## src/rtl/display_pkg.sv

```systemverilog
// rtl/display_pkg.sv - shared types, constants and segment decoder for the display scan driver
package display_pkg;

    typedef enum logic [1:0] {IDLE, SHIFT, LOAD} conv_state_t;

    localparam logic [6:0] SEG_BLANK = 7'h7F;

    // Active-low {g,f,e,d,c,b,a}
    function automatic logic [6:0] seg_decode(input logic [3:0] d);
        logic [6:0] s;
        case (d)
            4'h0: s = 7'b1000000;
            4'h1: s = 7'b1111001;
            4'h2: s = 7'b0100100;
            4'h3: s = 7'b0110000;
            4'h4: s = 7'b0011001;
            4'h5: s = 7'b0010010;
            4'h6: s = 7'b0000010;
            4'h7: s = 7'b1111000;
            4'h8: s = 7'b0000000;
            4'h9: s = 7'b0010000;
            4'hA: s = 7'b0001000;
            4'hB: s = 7'b0000011;
            4'hC: s = 7'b1000110;
            4'hD: s = 7'b0100001;
            4'hE: s = 7'b0000110;
            default: s = 7'b0001110;
        endcase
        return s;
    endfunction

endpackage

```

## src/rtl/display_scan_driver_bin2bcd.sv

```systemverilog
// rtl/display_scan_driver_bin2bcd.sv - sequential 16-bit binary to 5-digit BCD converter (shift-add-3)
module bin2bcd_seq (
    input  logic        clk,
    input  logic        rst,
    input  logic        start,
    input  logic [15:0] bin,
    output logic        busy,
    output logic        done,
    output logic [19:0] bcd
);
    logic [35:0] r_sr;
    logic [3:0]  r_cnt;
    logic        r_busy;
    logic [35:0] w_adj;

    always_comb begin
        w_adj = r_sr;
        for (int i = 0; i < 5; i++) begin
            if (r_sr[16+4*i +: 4] >= 4'd5)
                w_adj[16+4*i +: 4] = r_sr[16+4*i +: 4] + 4'd3;
        end
    end

    always_ff @(posedge clk or posedge rst) begin
        if (rst) begin
            r_sr   <= '0;
            r_cnt  <= '0;
            r_busy <= 1'b0;
        end else if (start) begin
            r_sr   <= {20'd0, bin};
            r_cnt  <= '0;
            r_busy <= 1'b1;
        end else if (r_busy) begin
            r_sr  <= {w_adj[34:0], 1'b0};
            r_cnt <= r_cnt + 4'd1;
            if (r_cnt == 4'd15)
                r_busy <= 1'b0;
        end
    end

    assign busy = r_busy;
    assign done = r_busy && (r_cnt == 4'd15);
    assign bcd  = r_sr[35:16];

endmodule

```

## src/rtl/display_scan_driver.sv

```systemverilog
// rtl/display_scan_driver.sv - multiplexed 8-digit 7-segment driver showing a 16-bit value in hex or decimal
module display_scan_driver
    import display_pkg::*;
#(
    parameter int REFRESH_DIV = 100_000,
    parameter int NUM_DIGITS  = 8
) (
    input  logic                  clk,
    input  logic                  rst,
    input  logic [15:0]           value,
    input  logic                  dec_mode,
    output logic [NUM_DIGITS-1:0] an,
    output logic [6:0]            seg,
    output logic                  dp,
    output logic                  busy
);
    localparam int CNT_W = $clog2(REFRESH_DIV);
    localparam int IDX_W = $clog2(NUM_DIGITS);

    conv_state_t r_state, w_next;
    logic [15:0]           r_last_value;
    logic                  r_last_mode;
    logic                  r_pending;
    logic [19:0]           r_dig;
    logic [CNT_W-1:0]      r_refresh;
    logic [IDX_W-1:0]      r_idx;
    logic [NUM_DIGITS-1:0] r_an;
    logic [6:0]            r_seg;

    logic        w_change, w_want, w_latch, w_load, w_done, w_bcd_busy;
    logic [19:0] w_bcd;
    logic [3:0]  w_nib;
    logic [IDX_W-1:0] w_msd;

    assign w_change = {value, dec_mode} != {r_last_value, r_last_mode};
    assign w_want   = r_pending | w_change;

    bin2bcd_seq u_bcd (
        .clk   (clk),
        .rst   (rst),
        .start (w_latch),
        .bin   (value),
        .busy  (w_bcd_busy),
        .done  (w_done),
        .bcd   (w_bcd)
    );

    always_comb begin
        w_next  = r_state;
        w_latch = 1'b0;
        w_load  = 1'b0;
        case (r_state)
            IDLE: if (w_want) begin
                w_latch = 1'b1;
                w_next  = SHIFT;
            end
            SHIFT: if (w_done) w_next = LOAD;
            LOAD: begin
                w_load = 1'b1;
                w_next = IDLE;
            end
            default: w_next = IDLE;
        endcase
    end

    always_ff @(posedge clk or posedge rst) begin
        if (rst) begin
            r_state      <= IDLE;
            r_last_value <= '0;
            r_last_mode  <= 1'b0;
            r_pending    <= 1'b0;
            r_dig        <= '0;
        end else begin
            r_state   <= w_next;
            r_pending <= w_latch ? 1'b0 : w_want;
            if (w_latch) begin
                r_last_value <= value;
                r_last_mode  <= dec_mode;
            end
            // Hex leaves digit 4 at zero so leading-zero blanking also covers the mode limit
            if (w_load)
                r_dig <= r_last_mode ? w_bcd : {4'd0, r_last_value};
        end
    end

    always_comb begin
        w_msd = '0;
        for (int i = 1; i < 5; i++) begin
            if (r_dig[4*i +: 4] != 4'd0)
                w_msd = IDX_W'(i);
        end
    end

    assign w_nib = 4'(r_dig >> {r_idx, 2'b00});

    always_ff @(posedge clk or posedge rst) begin
        if (rst) begin
            r_refresh <= '0;
            r_idx     <= '0;
            r_an      <= '1;
            r_seg     <= SEG_BLANK;
        end else begin
            if (r_refresh == CNT_W'(REFRESH_DIV - 1)) begin
                r_refresh <= '0;
                r_idx     <= (r_idx == IDX_W'(NUM_DIGITS - 1)) ? '0 : r_idx + 1'b1;
            end else begin
                r_refresh <= r_refresh + 1'b1;
            end
            r_an  <= ~(NUM_DIGITS'(1) << r_idx);
            r_seg <= (r_idx > w_msd) ? SEG_BLANK : seg_decode(w_nib);
        end
    end

    assign an   = r_an;
    assign seg  = r_seg;
    assign dp   = 1'b1;
    assign busy = (r_state != IDLE) | w_bcd_busy;

endmodule
```

## config.mk

```make
export PLATFORM = sky130hd
export DESIGN_NAME = display_scan_driver
export DESIGN_NICKNAME = d
export VERILOG_FILES = /design/src/rtl/display_pkg.sv /design/src/rtl/display_scan_driver_bin2bcd.sv /design/src/rtl/display_scan_driver.sv
export SDC_FILE = /design/constraint.sdc
export NUM_CORES = 1
export LEC_CHECK = 0
export BUFFER_PORTS_ARGS = -buffer_cell sky130_fd_sc_hd__buf_2
export CORE_ASPECT_RATIO = 1.4
export CORE_MARGIN = 1
export CORE_UTILIZATION = 28
export DETAILED_ROUTE_END_ITERATION = 16
export SLEW_MARGIN = 20
export SYNTH_ARGS = -nofsm -noshare
export SYNTH_HDL_FRONTEND = slang
export SYNTH_HIERARCHICAL = 1
export SYNTH_SLANG_ARGS = --single-unit
```

## constraint.sdc

```tcl
create_clock -name clk -period 2.1 [get_ports clk]
set_clock_uncertainty 0.05 [all_clocks]
set_input_delay 0.21 -clock clk [delete_from_list [all_inputs] [get_ports clk]]
set_output_delay 0.21 -clock clk [all_outputs]
set_load 0.01 [all_outputs]
```

* Word-level counts from Yosys, hierarchy flattened *
Memories as Yosys holds them, arrays and structs flattened.
Cells that the tools add are included.

word-level totals
  register bits after elaboration = 116
  bits in read-only memories = 112
  input bits = 19
  output and inout bits = 17
  word-level logic and storage cells = 76
  memories = 1

operators by class
  add/subtract/negate cells = 8
  order comparisons = 6
  equal/unequal tests = 8
  shift operators = 2
  muxes and demuxes = 27
  bitwise logic cells = 3
  reductions and logical operators = 9

memory list
  memory            depth  width  rd ports  clocked after Yosys merged registers in  write ports  line               source
  (name not given)  16     7      1         0                                        0            display_pkg.sv:11  case (d)

operator list
  cell                   count
  $mux 36                2
  $mux 4                 6
  $ge 4x3->1 const B     5
  $mux 20                1
  $shr 20x5->4           1
  $add 17x1->17 const B  1
  $eq 17x17->1 const B   1
  $mux 17                1
  $ne 17x17->1           1
  $add 4x2->4 const B    4
  $reduce_bool 4->1      4
  $mux 3                 5
  $mux 1                 8
  $not 8->8              1
  $shl 1x3->8 const A    1
  $mux 7                 1
  $add 4x1->4 const B    1
  $eq 4x4->1 const B     1
  $mux 2                 2
  $pmux 2 s2             1
  $reduce_bool 2->1      2
  $add 3x1->3 const B    1
  $add 3x2->3 const B    1
  $eq 3x3->1 const B     1
  9 further kinds        10

* Depth between registers and ports, before layout *
  word-level depth = 7
  mapped depth = 12
  mapped depth without buffers = 9

* Modules after synthesis *
Netlist, hierarchy kept.

by module, submodules not included
  module               times used  cells each  area each (um^2)  sequential area each (um^2)
  display_scan_driver  1           351         3,817.4           1,895.6
  bin2bcd_seq          1           243         2,344.7           1,026.0

* Worst setup path after synthesis *
OpenSTA, ideal clock, no wires.

  path type = reg-to-reg
  start point = reg r_dig[9]
  end point = reg r_seg[2], in the netlist seg[2]
  setup time = 0.112 ns
  arrival = 2.098 ns
  data required time = 1.938 ns
  path slack = -0.159 ns
  stages on the path, launching flop included = 9
  buffers on the path = 0
  clock period less this slack = 2.259 ns
  cell sequence = dfrtp_1 -> or4_1 -> o21ai_0 -> ha_1 -> nor2b_1 -> o21ai_0 -> inv_1 -> o21ai_1 -> o311ai_0

between the ends
  cells in the longest elaborated chain, start to end = 6
  elaborated cells on any way between the ends = 8
  classes of those cells = 1 x order compare; 1 x shift; 4 x mux; 1 x reduce/logical; 1 x memory

RTL lines
  item                                                  line                        source
  start: declaration                                    display_scan_driver.sv:24   logic [19:0] r_dig;
  start signal: assignment                              display_scan_driver.sv:82   r_dig <= r_last_mode ? w_bcd : {4'd0, r_last_value};
  branches (longest 5 deep; another with $mem_v2 16x7)  --
  $mux 7 (*)                                            display_scan_driver.sv:110  r_seg <= (r_idx > w_msd) ? SEG_BLANK : seg_decode(w_nib);
  end signal: assignment                                display_scan_driver.sv:110
  end: declaration                                      display_scan_driver.sv:28   logic [6:0] r_seg;

Every way passes the cells marked *.
A chain may end at the register's enable or synchronous reset.

* Worst setup path after layout *
Same ends and word-level chain as after synthesis.

==> results.yml <==
placed_design:
  dp_hpwl_um: 9340
  dpl_cell_area_sq_um: 6840
  io_buffers: 34
  gp_congestion: 0.802
status:
  failed_checks: "negative setup slack"
  status: "finished, violations left"
critical_path:
  path_class: "reg2reg"
  r2r_end: "seg[2]"
  start_kind: "register"
  r2r_cells: 8
  cp-end-kind: "register"
  slowest_stage: "or4_4"
  crit_path_frequent_cell: "o21ai_2"
  rr_startpoint: "r_dig[9]"
  cp_cell_sequence: "or4_4 -> o21ai_2 -> ha_1 -> nor2b_4 -> o21ai_2 -> inv_2 -> o21ai_4 -> o311ai_2"
  crit_required_ps: 2370
  regToRegSetupSlack_ps: -40
  worstPathArrival_ps: 2410
  max_stage_delay_ps: 540
  path_max_fanout: 7
logic_synthesis:
  netlist_instances: 594
  synth_ff_type: "dfrtp_1"
  ys_warn_count: 6
  syn_area_per_cell_sq_um: 10.4
  synthTopCellsByArea: "dfrtp_1, mux2i_1, dfstp_2, ha_1, o21ai_0"
  synthesis.area_sq_um: 6160
  synth_cell_type_count: 53
  yosys_register_bits: 116
  ys_seq_area_frac: 0.474
  yosysTopAreaCell: "dfrtp_1"
  synth_edf_count: 0
  syn-num-nets: 640
  synth_top_area_share: 0.410
  ys_async_sr_fraction: 1.00
layout:
  antenna_cells: 0
  layout.nets: 706
  fillers: 2117
  areaGrowthSynthToFinish_pct: 24.1
  stdcell_area_sq_um: 7650
  drive_above_1_share: 0.299
power_and_ir_drop:
  power_mw: 8.68
  pwr-share-clk: 0.312
  p_leak_nw: 3.27
  p_comb_frac: 0.306
  power_frac_seq: 0.382
  p_int_mw: 5.76
  vdd_ir_drop_max_uv: 626
  p_sw_frac: 0.336
  p_sw_mw: 2.92
  power_density_nw_per_um2: 1130
timing:
  rsz0062_at_grt: "true"
  fin_tns_setup_ps: -150
  setup_ws_ps: -40.2
  hold_viol_final: 0
  drv_slew: 0
  min_period_ps: 2140
  min_period_over_period: 1.02
  fin_hold_ws_ps: 18.0
  fmaxAchievable_ghz: 0.467
  worstMarginPinSlew_ps: 567
  slew_headroom: 0.621
  setup-violations-final: 6
grt:
  grt_max_degree: 47
  grt_pass1_vias: 4346
  grt.total_usage: 0.123
  grt_first_pass_wirelength_um: 21500
  antenna_found_initial: 0
  grt_overflow: 0
floorplan:
  die_w_um: 127
  chipHeight_um: 178
  rows: 63
  start_util: 0.288
  die_area_sq_um: 22600
  coreArea_sq_um: 21400
  io_pins: 36
drt:
  wirelength_um: 13200
  drtPass1Iterations: 5
  wire_per_inst_um: 13.7
  drc: 0
  via_count: 4317
  drt_iter0_drc: 205
  antenna_left: 0
  vias_per_cell: 4.47
clock_tree:
  numCtsBuffers: 17
  cts_tree: "built"
  cts_sinks: 116
  clk_latency_ps: 420
  clockBufferDepth: 2
  clock_tree.root_cell: "clkbuf_16"
  clk_pin_slew_ps: 60
  htreeDepth: 4
flow_run:
  maxCapViolations: 0
worst_hold_path:
  min_to: "u_bcd/r_sr[12]"
  min_from: "value[12]"
  hold_path.class: "in2reg"
  worst_hold_path.num_cells: 3
==> cell families (layout without fill, tap and decap cells) <==
family	Yosys count	count (layout)	synth area share
and+or+nand+nor	173	173	0.138
xor gates and xnor gates	39	39	0.0554
buffers and inverters	72	151	0.0658
muxes	64	64	0.108
other	1	1	0.000609
AOI/OAI and AO/OA	102	102	0.103
DFF	116	116	0.474
adders and majority gates	27	27	0.0548
==> sequential cells by signal, indices dropped and copies added, names as in the netlist, 2 cells and up <==
name          cells
an                8
r_dig            20
r_idx             3
r_last_value     16
r_refresh        17
r_state           2
seg               7
u_bcd/r_cnt       4
u_bcd/r_sr       36
==> how the worst max path moves through the flow <==
| stage | from | end | slack (ps) | cells after the start |
|---|---|---|---|---|
| after floorplan | r_dig[9] | seg[2] | -10 | 8 |
| after global placement | r_dig[9] | seg[2] | -160 | 8 |
| after detailed placement | r_dig[13] | seg[2] | -140 | 8 |
| after CTS | r_dig[13] | seg[2] | -80 | 8 |
| after global routing | r_dig[14] | seg[2] | -130 | 8 |
| final | r_dig[9] | seg[2] | -40 | 8 |
==> stage by stage <==
| step | utilization | std cells | setup WS, ps |
|---|---|---|---|
| 2_1_floorplan | - | 594 | -10.9 |
| 3_3_place_gp | 0.320 | 926 | -162 |
| 3_5_place_dp | 0.320 | 926 | -141 |
| 4_1_cts | 0.349 | 960 | -78.1 |
| 5_1_grt | 0.358 | 965 | -126 |
| 6_report | 0.358 | 965 | -40.2 |
==> per-layer routing <==
metal  share of wire  vias to the layer above  routed length [um]  GRT usage
li1                -                     2173                   -          -
met1            0.42                     2080                5620      0.140
met2            0.54                       46                7140      0.221
met3           0.022                       18                 290     0.0298
met4           0.014                        0                 182     0.0432
met5               0                        -                   0          0
==> cell usage after synthesis (15+ instances only) <==
cell and n:
buf_4 26, mux2_2 18, dfstp_2 15, nand2_1 66, dfrtp_1 101, nor2_1 27
ha_1 27, xnor2_1 25, nand3_1 20, inv_1 24, o21ai_0 58, mux2i_1 46
==> layout make-up <==
class                   count  area [sq um]  area share
repair inverters            1          7.51    0.000982
multi-input cells         406          3010       0.393
clock buffers              17           425      0.0556
clock inverters            15           134      0.0175
repair buffers             93           686      0.0897
inverters                  25           101      0.0133
well taps                 292           365      0.0478
flip-flops and latches    116          2920       0.382
==> power groups by stage <==
| stage | registers (mW) | logic (mW) | clock network (mW) |
|---|---|---|---|
| after floorplan | 3.18 | 2.06 | 0 |
| after global placement | 3.33 | 2.38 | 0 |
| after detailed placement | 3.34 | 2.43 | 0 |
| after CTS | 3.30 | 2.46 | 2.77 |
| after global routing | 3.38 | 2.96 | 2.88 |
| final | 3.31 | 2.66 | 2.71 |
==> critical path: cells and delay by family, from the launching register on <==
kind	cells	cell delay [ps]
and+or+nand+nor	2	670
AOI/OAI and AO/OA	4	660
DFF	1	370
adders and majority gates	1	250
buffers and inverters	1	50
==> cells in the final DEF (no fill, tap or decap), types with 3 or more instances in the layout <==
| cell type | count |
|---|---|
| inv_1 | 20 |
| or3_1 | 3 |
| clkbuf_16 | 18 |
| inv_6 | 3 |
| nor2b_1 | 8 |
| xor2_1 | 14 |
| nand2b_1 | 9 |
| nand2b_4 | 3 |
| buf_6 | 4 |
| dfrtp_1 | 100 |
| or4_4 | 3 |
| xnor2_1 | 23 |
| a31oi_1 | 3 |
| nor3_2 | 3 |
| a21oi_1 | 10 |
| dfstp_2 | 15 |
| o32ai_2 | 5 |
| a21o_1 | 4 |
| mux2_2 | 18 |
| a21oi_2 | 4 |
| clkinv_2 | 4 |
| clkinv_4 | 4 |
| o21ai_1 | 8 |
| nand4_1 | 9 |
| nand3_1 | 20 |
| o21ai_0 | 48 |
| buf_12 | 3 |
| nand3b_1 | 3 |
| nand2_1 | 65 |
| buf_2 | 34 |
| nor2_1 | 27 |
| mux2i_1 | 46 |
| ha_1 | 27 |
| buf_4 | 50 |
| clkinvlp_4 | 6 |
==> what timing repair did <==
action,in CTS,in global routing
setup buffers,1,2
resized for setup,9,37
hold endpoints to repair,61,0
setup endpoints to repair,19,38
cloned,0,3
pin swaps,5,25
hold buffers,1,0
(Power assumes the default switching activity.)
